**src/rtl/simple_fsm.sv**
```systemverilog
// One-shot timed sequencer: a start rise runs DELAY -> ACTIVE -> HOLDOFF -> IDLE,
// with out high only while ACTIVE. A single down-counter times every state.
//
// state   | meaning
// IDLE    | armed, waiting for a start rise
// DELAY   | counting DELAY_CYCLES before the pulse
// ACTIVE  | out high for ACTIVE_CYCLES
// HOLDOFF | out low, starts ignored for HOLDOFF_CYCLES
module simple_fsm #(
  parameter int unsigned DELAY_CYCLES   = 10,
  parameter int unsigned ACTIVE_CYCLES  = 20,
  parameter int unsigned HOLDOFF_CYCLES = 5,
  parameter int unsigned TIMER_WIDTH    = 16
) (
  input  logic clk,
  input  logic reset,
  input  logic start,
  output logic out
);

  // A zero cycle count is treated as one so every timed state lasts at least a cycle.
  localparam int unsigned D_EFF = (DELAY_CYCLES   == 0) ? 1 : DELAY_CYCLES;
  localparam int unsigned A_EFF = (ACTIVE_CYCLES  == 0) ? 1 : ACTIVE_CYCLES;
  localparam int unsigned H_EFF = (HOLDOFF_CYCLES == 0) ? 1 : HOLDOFF_CYCLES;

  localparam logic [TIMER_WIDTH-1:0] LD_DELAY   = TIMER_WIDTH'(D_EFF - 1);
  localparam logic [TIMER_WIDTH-1:0] LD_ACTIVE  = TIMER_WIDTH'(A_EFF - 1);
  localparam logic [TIMER_WIDTH-1:0] LD_HOLDOFF = TIMER_WIDTH'(H_EFF - 1);
  localparam logic [TIMER_WIDTH-1:0] T_ZERO     = '0;
  localparam logic [TIMER_WIDTH-1:0] T_ONE      = TIMER_WIDTH'(1);

  typedef enum logic [1:0] {
    IDLE    = 2'd0,
    DELAY   = 2'd1,
    ACTIVE  = 2'd2,
    HOLDOFF = 2'd3
  } state_t;

  state_t                 r_state;
  state_t                 w_state_nxt;
  logic [TIMER_WIDTH-1:0] r_timer;
  logic [TIMER_WIDTH-1:0] w_timer_nxt;
  logic                   r_out;
  logic                   w_out_nxt;
  logic                   r_start_q;
  logic                   w_start_rise;
  logic                   w_timer_done;

  assign w_start_rise = start & ~r_start_q;
  assign w_timer_done = (r_timer == T_ZERO);

  always_ff @(posedge clk or negedge reset) begin
    if (!reset) begin
      r_state   <= IDLE;
      r_timer   <= T_ZERO;
      r_out     <= 1'b0;
      r_start_q <= 1'b0;
    end else begin
      r_state   <= w_state_nxt;
      r_timer   <= w_timer_nxt;
      r_out     <= w_out_nxt;
      r_start_q <= start;
    end
  end

  always_comb begin
    w_state_nxt = IDLE;
    w_timer_nxt = T_ZERO;
    w_out_nxt   = 1'b0;
    case (r_state)
      IDLE: begin
        if (w_start_rise) begin
          w_state_nxt = DELAY;
          w_timer_nxt = LD_DELAY;
        end
      end
      DELAY: begin
        if (w_timer_done) begin
          w_state_nxt = ACTIVE;
          w_timer_nxt = LD_ACTIVE;
          w_out_nxt   = 1'b1;
        end else begin
          w_state_nxt = DELAY;
          w_timer_nxt = r_timer - T_ONE;
        end
      end
      ACTIVE: begin
        if (w_timer_done) begin
          w_state_nxt = HOLDOFF;
          w_timer_nxt = LD_HOLDOFF;
        end else begin
          w_state_nxt = ACTIVE;
          w_timer_nxt = r_timer - T_ONE;
          w_out_nxt   = 1'b1;
        end
      end
      HOLDOFF: begin
        if (!w_timer_done) begin
          w_state_nxt = HOLDOFF;
          w_timer_nxt = r_timer - T_ONE;
        end
      end
      default: begin
        w_state_nxt = IDLE;
      end
    endcase
  end

  assign out = r_out;

endmodule

```
**config.mk**
```make
export PLATFORM = sky130hd
export DESIGN_NAME = simple_fsm
export DESIGN_NICKNAME = d
export VERILOG_FILES = /design/src/rtl/simple_fsm.sv
export SDC_FILE = /design/constraint.sdc
export NUM_CORES = 1
export LEC_CHECK = 0
export BUFFER_PORTS_ARGS = -buffer_cell sky130_fd_sc_hd__buf_2
export CORE_MARGIN = 4
export CORE_UTILIZATION = 58
export DETAILED_ROUTE_END_ITERATION = 16
export GPL_TIMING_DRIVEN = 0
export PLACE_DENSITY = 0.87
export SKIP_CTS_REPAIR_TIMING = 1
export SYNTH_ARGS = -nofsm -noshare
export SYNTH_HDL_FRONTEND = slang
export SYNTH_SLANG_ARGS = --single-unit
```
**constraint.sdc**
```tcl
create_clock -name clk -period 2.9 [get_ports clk]
set_input_delay 0.58 -clock clk [delete_from_list [all_inputs] [get_ports clk]]
set_output_delay 0.58 -clock clk [all_outputs]
set_load 0.01 [all_outputs]
```
==> After elaboration in Yosys (flattened, before gate mapping) <==
Index checks and enable logic that the tools add are counted.
{ "op_classes": {"n_eq_ne": 3, "bitwise": 2, "n_mux": 13, "addsub": 1, "n_reduce_logical": 2} }
{ "ops": {"columns": ["op", "count"], "rows": [
  ["16-bit one-hot mux with 4 select lines", 1],
  ["16-bit two-way mux", 3],
  ["16-bit logical NOT", 1],
  ["16-bit by 1-bit subtractor with 16-bit output (second input constant)", 1],
  ["2-bit one-hot mux with 4 select lines", 1],
  ["2-bit equality test (second input constant)", 2],
  ["1-bit two-way mux", 4],
  ["2-bit two-way mux", 2],
  ["4-bit two-way mux", 1],
  ["2-bit by 1-bit equality test with 1-bit output (second input constant)", 1],
  ["2-bit logical NOT", 1],
  ["1-bit one-hot mux with 2 select lines", 1],
  ["1-bit AND", 1],
  ["1-bit inverter", 1]
]} }
{ "totals": {"ff_bits": 20, "inputBits": 3, "out_inout_bits": 1, "word_cells": 25} }

==> Longest topological paths before layout <==
Gate-level depths: netlist (run 1).
{ "depth": {"word_depth": 4, "depth_mapped": 7, "mapped_depth_nobuf": 6} }

==> Least setup slack after synthesis (run 1) <==
Ideal clock, no wire load.
{ "synth_path": {"path_type": "flip-flop to flip-flop", "from": "reg r_timer[8]", "to": "reg r_timer[14]", "required_ps": 2823, "slack_ps": 850, "setup_ps": 77, "path_stages_with_launch": 5, "period_less_slack_ps": 2050, "arrival_time_ps": 1972, "path_buffers": 0, "cell_sequence": "dfrtp_1 > or4_4 > or4_4 > or4b_1 > a21oi_1"} }
{ "synth_between": {"elab_chain_cells": 3, "word_cells_on_any_way": 6} }
{ "synth_lines": {"columns": ["item", "line_no", "rtl"], "rows": [
  ["start: declaration", "41", "logic [TIMER_WIDTH-1:0] r_timer;"],
  ["start signal: assignment", "60", "r_timer <= w_timer_nxt;"],
  ["16-bit by 1-bit subtractor with 16-bit output / 16-bit logical NOT (equally long branches)", null, null],
  ["16-bit two-way mux, on equally long branches", "98, 78, 88", null],
  ["16-bit one-hot mux with 4 select lines *", "70", "case (r_state)"],
  ["net w_timer_nxt[14]", "42", "logic [TIMER_WIDTH-1:0] w_timer_nxt;"]
]} }
The timed path passes the listed nets; every way through them passes the cells marked *.

==> Worst setup path after layout (run 1) <==
{ "layout_path": {"from": "reg r_timer[0]", "to": "reg r_timer[8]"} }
Same word-level chain as after synthesis.

==> run summary, run 1 <==
The worst clock skew came out at 0.00279 ns. The cell count after synthesis is 93. The total net switching power came out at 0.431 mW.

The total number of H-tree levels is 1. In this design, the largest share of critical-path delay is due to simple AND/OR/NAND/NOR gates. In the global route stage, overall resource usage came out at 0.157. The ratio of routed vias to standard cells is 6.23. After global routing the overflow that remains totals 0. The top achievable clock speed is 0.416 GHz.

The clock passes through at most 2 buffers. The number of global-route vias before repair came out at 716. The largest net degree at the start of global routing is 21. The count of endpoints failing hold in the final timing report was 0. The die width came out at 48.5 µm. Max-cap violations in this run came to 0. The half-perimeter wire length after placement came out at 1240 µm. The fraction of layout instances using a drive strength above 1 came out at 0.0909. The largest single stage delay on the critical path is 0.47 ns. For the worst flop-to-flop path, the logic depth is 7. The most used flip-flop cell after synthesis is sky130_fd_sc_hd__dfrtp_1. Dividing the detail-routed wire length by the instance count gives 14.5 µm. The final-layout worst hold slack is 0.209 ns.

The setup path with the least slack is of type reg -> reg. The switching share of power is 0.405. The synthesized design spends more area on one cell type than any other, namely sky130_fd_sc_hd__dfrtp_1. Clock tree synthesis inserted a total of 3 buffers. The Yosys step of the flow raised 0 warnings.

After synthesis, the cell types taking the most area are sky130_fd_sc_hd__dfrtp_1, sky130_fd_sc_hd__nor2_1, sky130_fd_sc_hd__xnor2_1. Of the total power, the clock network draws 0.116. For the worst setup path, the data arrival time is 2.57 ns. The final non-filler cell total came out at 115. The total inserted antenna cells came out at 0. The final max-slew violation count came out at 0.

The congestion estimate from routability-driven global placement came to 0.791. The library cells used most frequently in the layout, excluding fill and tap cells, are sky130_fd_sc_hd__dfrtp_1, sky130_fd_sc_hd__nor2_1, sky130_fd_sc_hd__nand2_1. The number of nets with antenna violations after detailed routing is 0. The setup violation total in the final timing report came out at 0. The routed wire length is 1660 µm. The number of standard-cell rows in the floorplan came out at 14. In this run the count of I/O pins placed on the die edge is 4. The area overhead of the layout relative to synthesis came out at 6.06%.

The post-synthesis average cell area is 10.2 µm². The power density over cell area is 1060 mW/mm². The launch point of the worst reg-to-reg path is r_timer[0]$_DFF_PN0_. Headroom to the max-slew limit came out at 0.491. Setup repair after global routing left no endpoint under its margin. The share of power burned in registers is 0.449. The number of different library cells in the post-synthesis netlist came out at 28. The post-route core utilization is 0.661.

The cell area after technology mapping is 950 µm². The number of antenna violations at the first check in global routing is 0. For the final routed database, the setup TNS stands at 0 ns. For the worst setup path, the data required time is 3.07 ns. The height of the die came out at 48.5 µm. Counting every net in the synthesized netlist gives 97. For this run, the register share of the synthesized area comes to 0.527. The total of buffers placed on input and output ports came out at 3. After clock tree synthesis, the clock-pin slew on the worst setup and hold paths is 0.10 ns. The placeable core region came out at 0.00152 mm².

Of the total power, combinational logic draws 0.435. The count of unresolved DRC violations after routing came out at 0. The internal power summed over all cells is 0.633 mW.

The flow ran to the end, and the final reports show no timing, DRC or antenna violations. Traced cell by cell, the critical path runs through inv_1 -> ha_1 -> nor3b_1 -> nand4_1 -> o21ai_1 -> clkbuf_1 -> nor2_1. The startpoint type of the worst setup path is a register. Yosys mapped a number of flops with a built-in enable equal to 0. The initial detailed-routing violation count is 9.

The most common cell after layout, fill and taps aside is sky130_fd_sc_hd__dfrtp_1. The category of the worst setup path capture point is a register. The number of vias in the routed layout is 716.

TritonCTS built the clock tree. The total die area is 0.00235 mm². CTS placed an instance of sky130_fd_sc_hd__clkbuf_4 at the clock tree root. The tightest min-delay check is of the in -> async type. Including well taps, the total number of placed cells is 112. The synthesized flop and latch total came out at 20.

The source-to-sink clock delay at the later pin of the worst-skew pair came out at 0.29 ns. The maximum net fanout on the critical path came out at 10. The first global-routing pass estimated 2950 µm of wire.

The leakage dissipation is 0.459 nW. The endpoint identified for the worst register-to-register timing path is r_timer[8]$_DFF_PN0_. The clock net sink count is 20. The sum of buffers and inverters on the critical path came out at 2. The portion of the clock cycle consumed by the worst path in the final layout came out at 0.829. The net total in the final layout is 105. The routed design could run at a clock period as short as 2.40 ns.

For this configuration, the core starts out at a cell density of 0.623. Of all flip-flops after synthesis, the portion carrying an async set or reset was 1.00. The top-area cell type share of the netlist area came out at 0.527.

At the pin with the least slew margin, the transition time is 0.756 ns. The register-to-register path setup slack is 0.50 ns. The worst voltage drop across the vdd grid came out at 0.591 mV.

The slowest stage of the critical path belongs to the cell sky130_fd_sc_hd__nor3b_1. For this run, the detailed router's first-pass iteration total came to 4.
[layer usage]
metal	track usage	part of all wire	wire length, µm	up-vias
li1	-	-	-	346
met1	0.193	0.45	746	352
met2	0.252	0.49	817	12
met3	0.0337	0.031	51	6
met4	0.0897	0.028	46	0
met5	0	0	0	-
[area by class of cell]
type,instances,area (µm²)
fillers,123,517
inverters,3,11.3
plain buffers,1,3.75
flip-flops and latches,20,500
clock buffers,3,22.5
repair buffers,3,15.0
well taps,16,20.0
multi-input cells,69,434
[power by group through the flow]
stage                     clock network (mW)  logic [mW]  registers (mW)
final                                  0.123       0.463           0.478
after CTS                              0.130       0.468           0.475
after floorplan                            0       0.374           0.460
after global placement                     0       0.447           0.473
after global routing                   0.142       0.524           0.492
after detailed placement                   0       0.466           0.481
[stage by stage]
| step | instance area, µm² | power [mW] | setup slack, ns |
|---|---|---|---|
| global route | 1010 | 1.16 | 0.260 |
| CTS | 1010 | 1.07 | 0.480 |
| finish | 1010 | 1.06 | 0.496 |
| floorplan | 950 | 0.835 | 0.850 |
| global placement | 985 | 0.920 | 0.508 |
| detailed placement | 985 | 0.947 | 0.502 |
[sequential cells by signal, summed over array words and instances (netlist names)]
name / cells
r_timer: 16
out: 1
r_state: 2
r_start_q: 1
[cells in the mapped netlist (2+ instances only)]
cell                       n
sky130_fd_sc_hd__a21oi_1   5
sky130_fd_sc_hd__dfrtp_1  20
sky130_fd_sc_hd__inv_1     3
sky130_fd_sc_hd__mux2i_1   2
sky130_fd_sc_hd__nand2_1   6
sky130_fd_sc_hd__nand3_1   3
sky130_fd_sc_hd__nor2_1   13
sky130_fd_sc_hd__nor2b_1   2
sky130_fd_sc_hd__nor3_1    3
sky130_fd_sc_hd__nor4_1    5
sky130_fd_sc_hd__o21ai_1   2
sky130_fd_sc_hd__o31ai_1   3
sky130_fd_sc_hd__or3_1     2
sky130_fd_sc_hd__or4_4     2
sky130_fd_sc_hd__xnor2_1   5
sky130_fd_sc_hd__xor2_1    5
[cells by family after synthesis]
group                      synth area share
xor gates and xnor gates             0.0922
DFF                                   0.527
AOI/OAI and AO/OA                    0.0751
and+or+nand+nor                       0.256
muxes                                0.0211
adders and majority gates            0.0132
buffers and inverters                0.0158
[worst reg2reg max path, delay by kind of cell (launching register included)]
| family | cells | cell delay (ns) |
|---|---|---|
| and+or+nand+nor | 3 | 1.00 |
| buffers and inverters | 2 | 0.44 |
| DFF | 1 | 0.43 |
| AOI/OAI and AO/OA | 1 | 0.23 |
| adders and majority gates | 1 | 0.18 |
[worst max-delay path by stage]
stage	startpoint	end	slack (ns)	depth (start not counted)
after floorplan	r_timer[8]$_DFF_PN0_	r_timer[14]$_DFF_PN0_	0.85	4
after global placement	r_timer[0]$_DFF_PN0_	r_timer[9]$_DFF_PN0_	0.51	7
after detailed placement	r_timer[0]$_DFF_PN0_	r_timer[9]$_DFF_PN0_	0.50	7
after CTS	r_timer[0]$_DFF_PN0_	r_timer[9]$_DFF_PN0_	0.48	7
after global routing	r_timer[0]$_DFF_PN0_	r_timer[10]$_DFF_PN0_	0.26	7
final	r_timer[0]$_DFF_PN0_	r_timer[8]$_DFF_PN0_	0.50	7
No activity file was read; power rests on OpenSTA's default activity.
==> run 2, diff against run 1 <==
==> constraint.sdc (replaced) <==
create_clock -name clk -period 2.4 [get_ports clk]
set_input_delay 0.48 -clock clk [delete_from_list [all_inputs] [get_ports clk]]
set_output_delay 0.48 -clock clk [all_outputs]
set_load 0.01 [all_outputs]
==> run summary, run 2 (synthesis results as in run 1) <==
The critical path required time is 2.57 ns. For the pin with the worst max-slew slack, the measured transition is 0.759 ns. The least setup slack across all paths after layout is 0.208 ns.

The number of CTS-inserted buffers is 3. The final weighted congestion in routability-driven placement is 0.791. The count of cells in the finished layout, fillers not included, comes to 115. The half-perimeter wire length after placement is 1240 µm. The worst voltage drop across the vdd grid is 0.719 mV.

The share of power burned in registers is 0.449. The worst register-to-register path ends at r_timer[8]$_DFF_PN0_. The largest buffer count on any clock path is 2. The count of buffers added on input and output ports is 3. The source-to-sink clock delay at the later pin of the worst-skew pair is 0.29 ns. The floorplan step defined a die boundary enclosing 0.00235 mm². The worst setup path is of the reg -> reg kind. Across the routed clock network, the largest skew measured is 0.00299 ns. The count of filler cells inserted in the layout came out at 120. The remaining global-route overflow is 0.

The starting density of the core is 0.623. The average routed wire per standard cell is 14.7 µm. The number of flip-flops in the largest register came out at 16.

The internal power summed over all cells is 0.768 mW. Dividing total power by cell area gives a power density of 1280 mW/mm². The relative contribution of combinational cells to total power is 0.436.

The total net switching power came out at 0.526 mW. The total global routing track utilization came out at 0.157. The largest registers in the layout are r_timer: 16 flops, r_state: 2 flops. The initial detailed-routing violation count is 9.

The number of antenna violations at the first check in global routing came out at 0. TritonCTS built the clock tree. The wire length of the first global-routing pass came out at 2950 µm. The number of global-route vias before repair came to 716. 0 antenna diodes ended up in the layout. The initialized floorplan defines 14 standard-cell rows. Entering global routing, the biggest net connects 21 pins. The flow ran to the end, and the final reports show no timing, DRC or antenna violations. Of the total power, the share spent switching nets is 0.406. The routed wire length came out at 1700 µm. The most common cell after layout, fill and taps aside is sky130_fd_sc_hd__dfrtp_1. The ratio of routed vias to standard cells is 6.20. Relative to the synthesized area, the layout overhead comes to 6.59%.

Setup repair after global routing left no endpoint under its margin. The height of the die came out at 48.5 µm. The floorplan step defined a core boundary enclosing 0.00152 mm². The cell count after placement came out at 112. The count of endpoints failing hold in the final timing report is 0. The die width came out at 48.5 µm.

The final max-slew violation count came out at 0. The leakage dissipation is 0.461 nW. In the layout the commonest cells are sky130_fd_sc_hd__dfrtp_1, sky130_fd_sc_hd__nor2_1, sky130_fd_sc_hd__nand2_1.

The first detailed-routing pass took 4 iterations. Setup violations remaining at the end of the flow were counted as 0. Of all nets on the critical path, the largest fanout is 10. The routed layout has 713 vias. The tightest slew margin relative to the limit is 0.490.

The sum of negative setup slack came out at 0 ns. The net total in the final layout is 105. The number of cells on the worst reg-to-reg path is 7.

Of the cells placed in the final design, the portion with a size suffix greater than 1 is 0.101. The portion of the clock cycle consumed by the worst path in the final layout came out at 0.914. The top achievable clock speed is 0.456 GHz.

The flip-flop and latch area is 500 µm². The tree is rooted in a sky130_fd_sc_hd__clkbuf_4. For this run, design rule violations remaining after detail routing come to 0. For the finished layout, the period the worst path requires is 2.19 ns. STA classifies the critical path endpoint as a register. The area of the multi-input gates is 439 µm². Counting flops per register, the top entry is r_timer. CTS built an H-tree with a depth of 1. The max-capacitance violation count is 0. In this run the count of I/O pins placed on the die edge is 4. The endpoint arrival time on the critical path is 2.36 ns. The startpoint type of the worst setup path is a register. In this run the worst hold path is classified as in -> async.

The clock-pin slew on the worst setup and hold paths came out at 0.10 ns. Timing analysis after detailed placement gives a worst setup slack of 0.00193 ns. The clock net sink count came out at 20. The launch point of the worst reg-to-reg path is r_timer[0]$_DFF_PN0_.

The register-to-register path setup slack is 0.21 ns. The proportion of power drawn by the clock network came out at 0.115. The number of nets with antenna violations after detailed routing came out at 0.
==> run 2: cell count changes in the layout (fill, tap and decap cells not counted) <==
cell / previous run / this run
sky130_fd_sc_hd__nor3b_1: 1 / 0
sky130_fd_sc_hd__nor3b_2: 0 / 1
==> run 2: layout make-up <==
class,count,share of cell area
flip-flops and latches,20,0.494
multi-input cells,69,0.434
clock buffers,3,0.0222
well taps,16,0.0198
repair buffers,3,0.0148
inverters,3,0.0111
plain buffers,1,0.00371
==> run 2: power by group through the flow <==
stage               Clock (mW)  Sequential [mW]  Combinational [mW]
floorplan                    0            0.556               0.452
global placement             0            0.572               0.540
detailed placement           0            0.581               0.563
CTS                      0.157            0.573               0.566
global route             0.172            0.599               0.637
finish                   0.148            0.581               0.564
==> run 2: how the worst max path moves through the flow <==
stage / from / endpoint / slack [ns] / cells past startpoint
floorplan: r_timer[8]$_DFF_PN0_ / r_timer[14]$_DFF_PN0_ / 0.35 / 4
global placement: r_timer[0]$_DFF_PN0_ / r_timer[9]$_DFF_PN0_ / 0.008 / 7
detailed placement: r_timer[0]$_DFF_PN0_ / r_timer[9]$_DFF_PN0_ / 0.002 / 7
CTS: r_timer[0]$_DFF_PN0_ / r_timer[9]$_DFF_PN0_ / -0.02 / 7
global route: r_timer[0]$_DFF_PN0_ / r_timer[10]$_DFF_PN0_ / 0.009 / 7
finish: r_timer[0]$_DFF_PN0_ / r_timer[8]$_DFF_PN0_ / 0.21 / 7
==> run 2: metrics by stage <==
step	cell area, µm²	utilization	hold WS [ns]	power [mW]
final	1010	0.664	0.108	1.29
after global routing	1010	0.664	0.130	1.41
after floorplan	950	-	0.184	1.01
after global placement	985	0.646	0.441	1.11
after CTS	1010	0.661	0.119	1.30
after detailed placement	985	0.646	0.445	1.14
==> run 2: layer usage <==
metal,track usage,part of all wire
met2,0.252,0.50
met5,0,0
met1,0.193,0.44
met4,0.0897,0.027
met3,0.0337,0.030
==> run 2: critical path, stage by stage (launching register included) <==
cell and delay, ns:
sky130_fd_sc_hd__dfrtp_1 0.42, sky130_fd_sc_hd__inv_1 0.07, sky130_fd_sc_hd__ha_1 0.19, sky130_fd_sc_hd__nor3b_2 0.32, sky130_fd_sc_hd__nand4_1 0.37, sky130_fd_sc_hd__o21ai_1 0.22
sky130_fd_sc_hd__clkbuf_1 0.37, sky130_fd_sc_hd__nor2_1 0.10
==> run 3, diff against run 2 <==
--- a/config.mk
+++ b/config.mk
@@ -10,8 +10,10 @@
 export CORE_UTILIZATION = 58
 export DETAILED_ROUTE_END_ITERATION = 16
 export GPL_TIMING_DRIVEN = 0
+export HOLD_SLACK_MARGIN = 0.08
 export PLACE_DENSITY = 0.87
 export SKIP_CTS_REPAIR_TIMING = 1
 export SYNTH_ARGS = -nofsm -noshare
 export SYNTH_HDL_FRONTEND = slang
 export SYNTH_SLANG_ARGS = --single-unit
+export TNS_END_PERCENT = 100
==> constraint.sdc (replaced) <==
create_clock -name clk -period 2.4 [get_ports clk]
set_input_delay 0.36 -clock clk [delete_from_list [all_inputs] [get_ports clk]]
set_output_delay 0.36 -clock clk [all_outputs]
set_load 0.01 [all_outputs]
==> run summary, run 3 (synthesis results as in run 1) <==
The run finished with clean final reports. The wire length of the first global-routing pass came out at 2950 µm. On the final layout, the worst clock skew is 0.00305 ns. The transition at the pin with the smallest max-transition slack came out at 0.755 ns. The share of power burned in registers is 0.448.

The worst register-to-register path begins at r_timer[0]$_DFF_PN0_. The floorplan step defined a die boundary enclosing 0.00235 mm². Excluding fillers, the count of instances in the completed layout stands at 116.

The total overflow left after global routing is 0. Following the worst setup path forward leads to its endpoint at r_timer[8]$_DFF_PN0_. The maximum net fanout on the critical path is 10.

The number of global-route vias before repair came out at 716. The register-to-register path setup slack is 0.20 ns. The I/O pin count came out at 4. The clock net sink count came out at 20. Routability-driven placement finished with a final weighted congestion of 0.791. The cell count after placement came out at 112. The starting density of the core is 0.623. The setup violation total in the final timing report came out at 0. The number of cells on the worst reg-to-reg path is 7. The net total in the final layout is 106. The largest buffer count on any clock path came out at 2.

The switching share of power came out at 0.407. The max-capacitance violation count came out at 0. The count of buffers added on input and output ports is 3.

The source-to-sink clock delay at the later pin of the worst-skew pair is 0.29 ns. The peak per-stage delay on the critical path is 0.43 ns. Counting the buffers created by CTS gives 3.

The total inserted antenna cells is 0. The analysis attributes to net switching a power of 0.529 mW. Setup repair after global routing left no endpoint under its margin. The CTS tree is built. The routed layout has 709 vias. In this run the clock root is driven by a sky130_fd_sc_hd__clkbuf_4. The share of total power dissipated in combinational logic is 0.437.

The final period demand of the worst path came out at 2.20 ns. The endpoint of the lowest-slack register-to-register path is r_timer[8]$_DFF_PN0_. The floorplan step defined a core boundary enclosing 0.00152 mm².

Among all stages on the critical path, the largest delay is contributed by sky130_fd_sc_hd__dfrtp_1. Walking the worst path, the cells encountered are inv_1 -> ha_1 -> nor3b_2 -> nand4_1 -> o21ai_1 -> clkbuf_1 -> nor2_1. The startpoint-to-endpoint class of the critical path is reg -> reg.

Once layout is complete, the utilization of the core stands at 0.671. Entering global routing, the biggest net connects 21 pins. The share of total power dissipated in the clock network is 0.115. The number of antenna violations at the first check in global routing is 0. The detailed router finished its first iteration with 9 violations. Fill cells in the final layout number 119.

The tightest slew margin relative to the limit is 0.492. The count of unresolved DRC violations after routing is 0. The total number of H-tree levels came out at 1.

The top achievable clock speed is 0.455 GHz. In the global route stage, overall resource usage came out at 0.157. The routed wire length came out at 1730 µm.

The clock-pin slew on the worst setup and hold paths is 0.10 ns. In the final layout, the registers with the most flip-flops are r_timer: 16 flops, r_state: 2 flops. In the final layout, the share of cells above drive strength 1 is 0.100. The largest register by flop count is r_timer. The internal power summed over all cells came out at 0.769 mW. The final max-slew violation count came out at 0.

Summed over all cells, the static leakage comes to 0.465 nW. The worst voltage drop across the vdd grid is 0.721 mV. The number of search-and-repair iterations in the first detailed-routing pass came out at 4. The die width is 48.5 µm. The average routed wire per standard cell came out at 14.9 µm. Tracing the worst setup path back leads to its startpoint at r_timer[0]$_DFF_PN0_.

The min-delay analysis places its worst path in the category in -> reg. In this run the core area contains 14 standard-cell rows. The number of nets with antenna violations after detailed routing came out at 0. Compared with the post-synthesis result, the final layout area differs by 7.64%.

The register with the most flip-flops in the layout has 16 of them. Dividing total power by cell area gives a power density of 1270 mW/mm². The endpoint arrival time on the critical path is 2.36 ns. The worst setup path is launched from a register. The library cell used most frequently in the layout, excluding fill and tap cells, is sky130_fd_sc_hd__dfrtp_1. The height of the die came out at 48.5 µm.

The top cell types in the final layout, fill and taps aside, are sky130_fd_sc_hd__dfrtp_1, sky130_fd_sc_hd__nor2_1, sky130_fd_sc_hd__nand2_1. The ratio of routed vias to standard cells came out at 6.11. The critical path required time came out at 2.57 ns. The portion of the clock cycle consumed by the worst path in the final layout is 0.915.

STA classifies the critical path endpoint as a register. The HPWL after detailed placement is 1240 µm. The count of endpoints failing hold in the final timing report came out at 0.
==> run 3: cell types whose count changed in the layout (fill, tap and decap cells not counted) <==
| cell | previous run | this run |
|---|---|---|
| sky130_fd_sc_hd__dlygate4sd3_1 | 0 | 1 |
==> run 3: per-stage QoR <==
stage | setup WS [ns] | hold WS, ns | area [µm²] | total power, mW | setup TNS (ns)
after floorplan | 0.350 | 0.0644 | 950 | 1.01 | 0
after global placement | 0.00839 | 0.321 | 985 | 1.11 | 0
after detailed placement | 0.00193 | 0.325 | 985 | 1.14 | 0
after CTS | -0.0201 | -0.000830 | 1010 | 1.30 | -0.108
after global routing | 0.00868 | 0.172 | 1020 | 1.41 | 0
final | 0.204 | 0.183 | 1020 | 1.30 | 0
==> run 3: critical path: cells and delay by family (launching register included) <==
kind,cells,cell delay (ns)
buf+inv,2,0.44
simple gates,3,0.79
fa+ha+maj,1,0.19
flops,1,0.43
compound gates,1,0.22
==> run 3: metal layers <==
metal | global-route usage | up-vias | routed length, µm
li1 | - | 348 | -
met1 | 0.193 | 345 | 788
met2 | 0.252 | 10 | 845
met3 | 0.0337 | 6 | 47
met4 | 0.0897 | 0 | 46
met5 | 0 | - | 0
==> run 3: power groups by stage <==
stage | Clock (mW) | Sequential (mW) | Combinational, mW
floorplan | 0 | 0.556 | 0.452
global placement | 0 | 0.572 | 0.540
detailed placement | 0 | 0.581 | 0.563
CTS | 0.157 | 0.573 | 0.566
global route | 0.172 | 0.599 | 0.638
finish | 0.149 | 0.581 | 0.568
==> run 3: final cells by class <==
cell class,instances,area [µm²],share of cell area
Sequential cell,20,500,0.490
Multi-Input combinational cell,69,439,0.430
Timing Repair Buffer,4,25.0,0.0245
Clock buffer,3,22.5,0.0220
Tap cell,16,20.0,0.0196
Inverter,3,11.3,0.0110
Buffer,1,3.75,0.00367
==> run 3: worst min path at each step <==
stage	start	to	slack [ns]	depth (start not counted)
floorplan	reset	out$_DFF_PN0_	0.06	0
global placement	reset	r_timer[11]$_DFF_PN0_	0.32	1
detailed placement	reset	r_timer[11]$_DFF_PN0_	0.33	1
CTS	reset	r_timer[8]$_DFF_PN0_	-0.0008	1
global route	start	r_start_q$_DFF_PN0_	0.17	1
finish	start	r_start_q$_DFF_PN0_	0.18	1
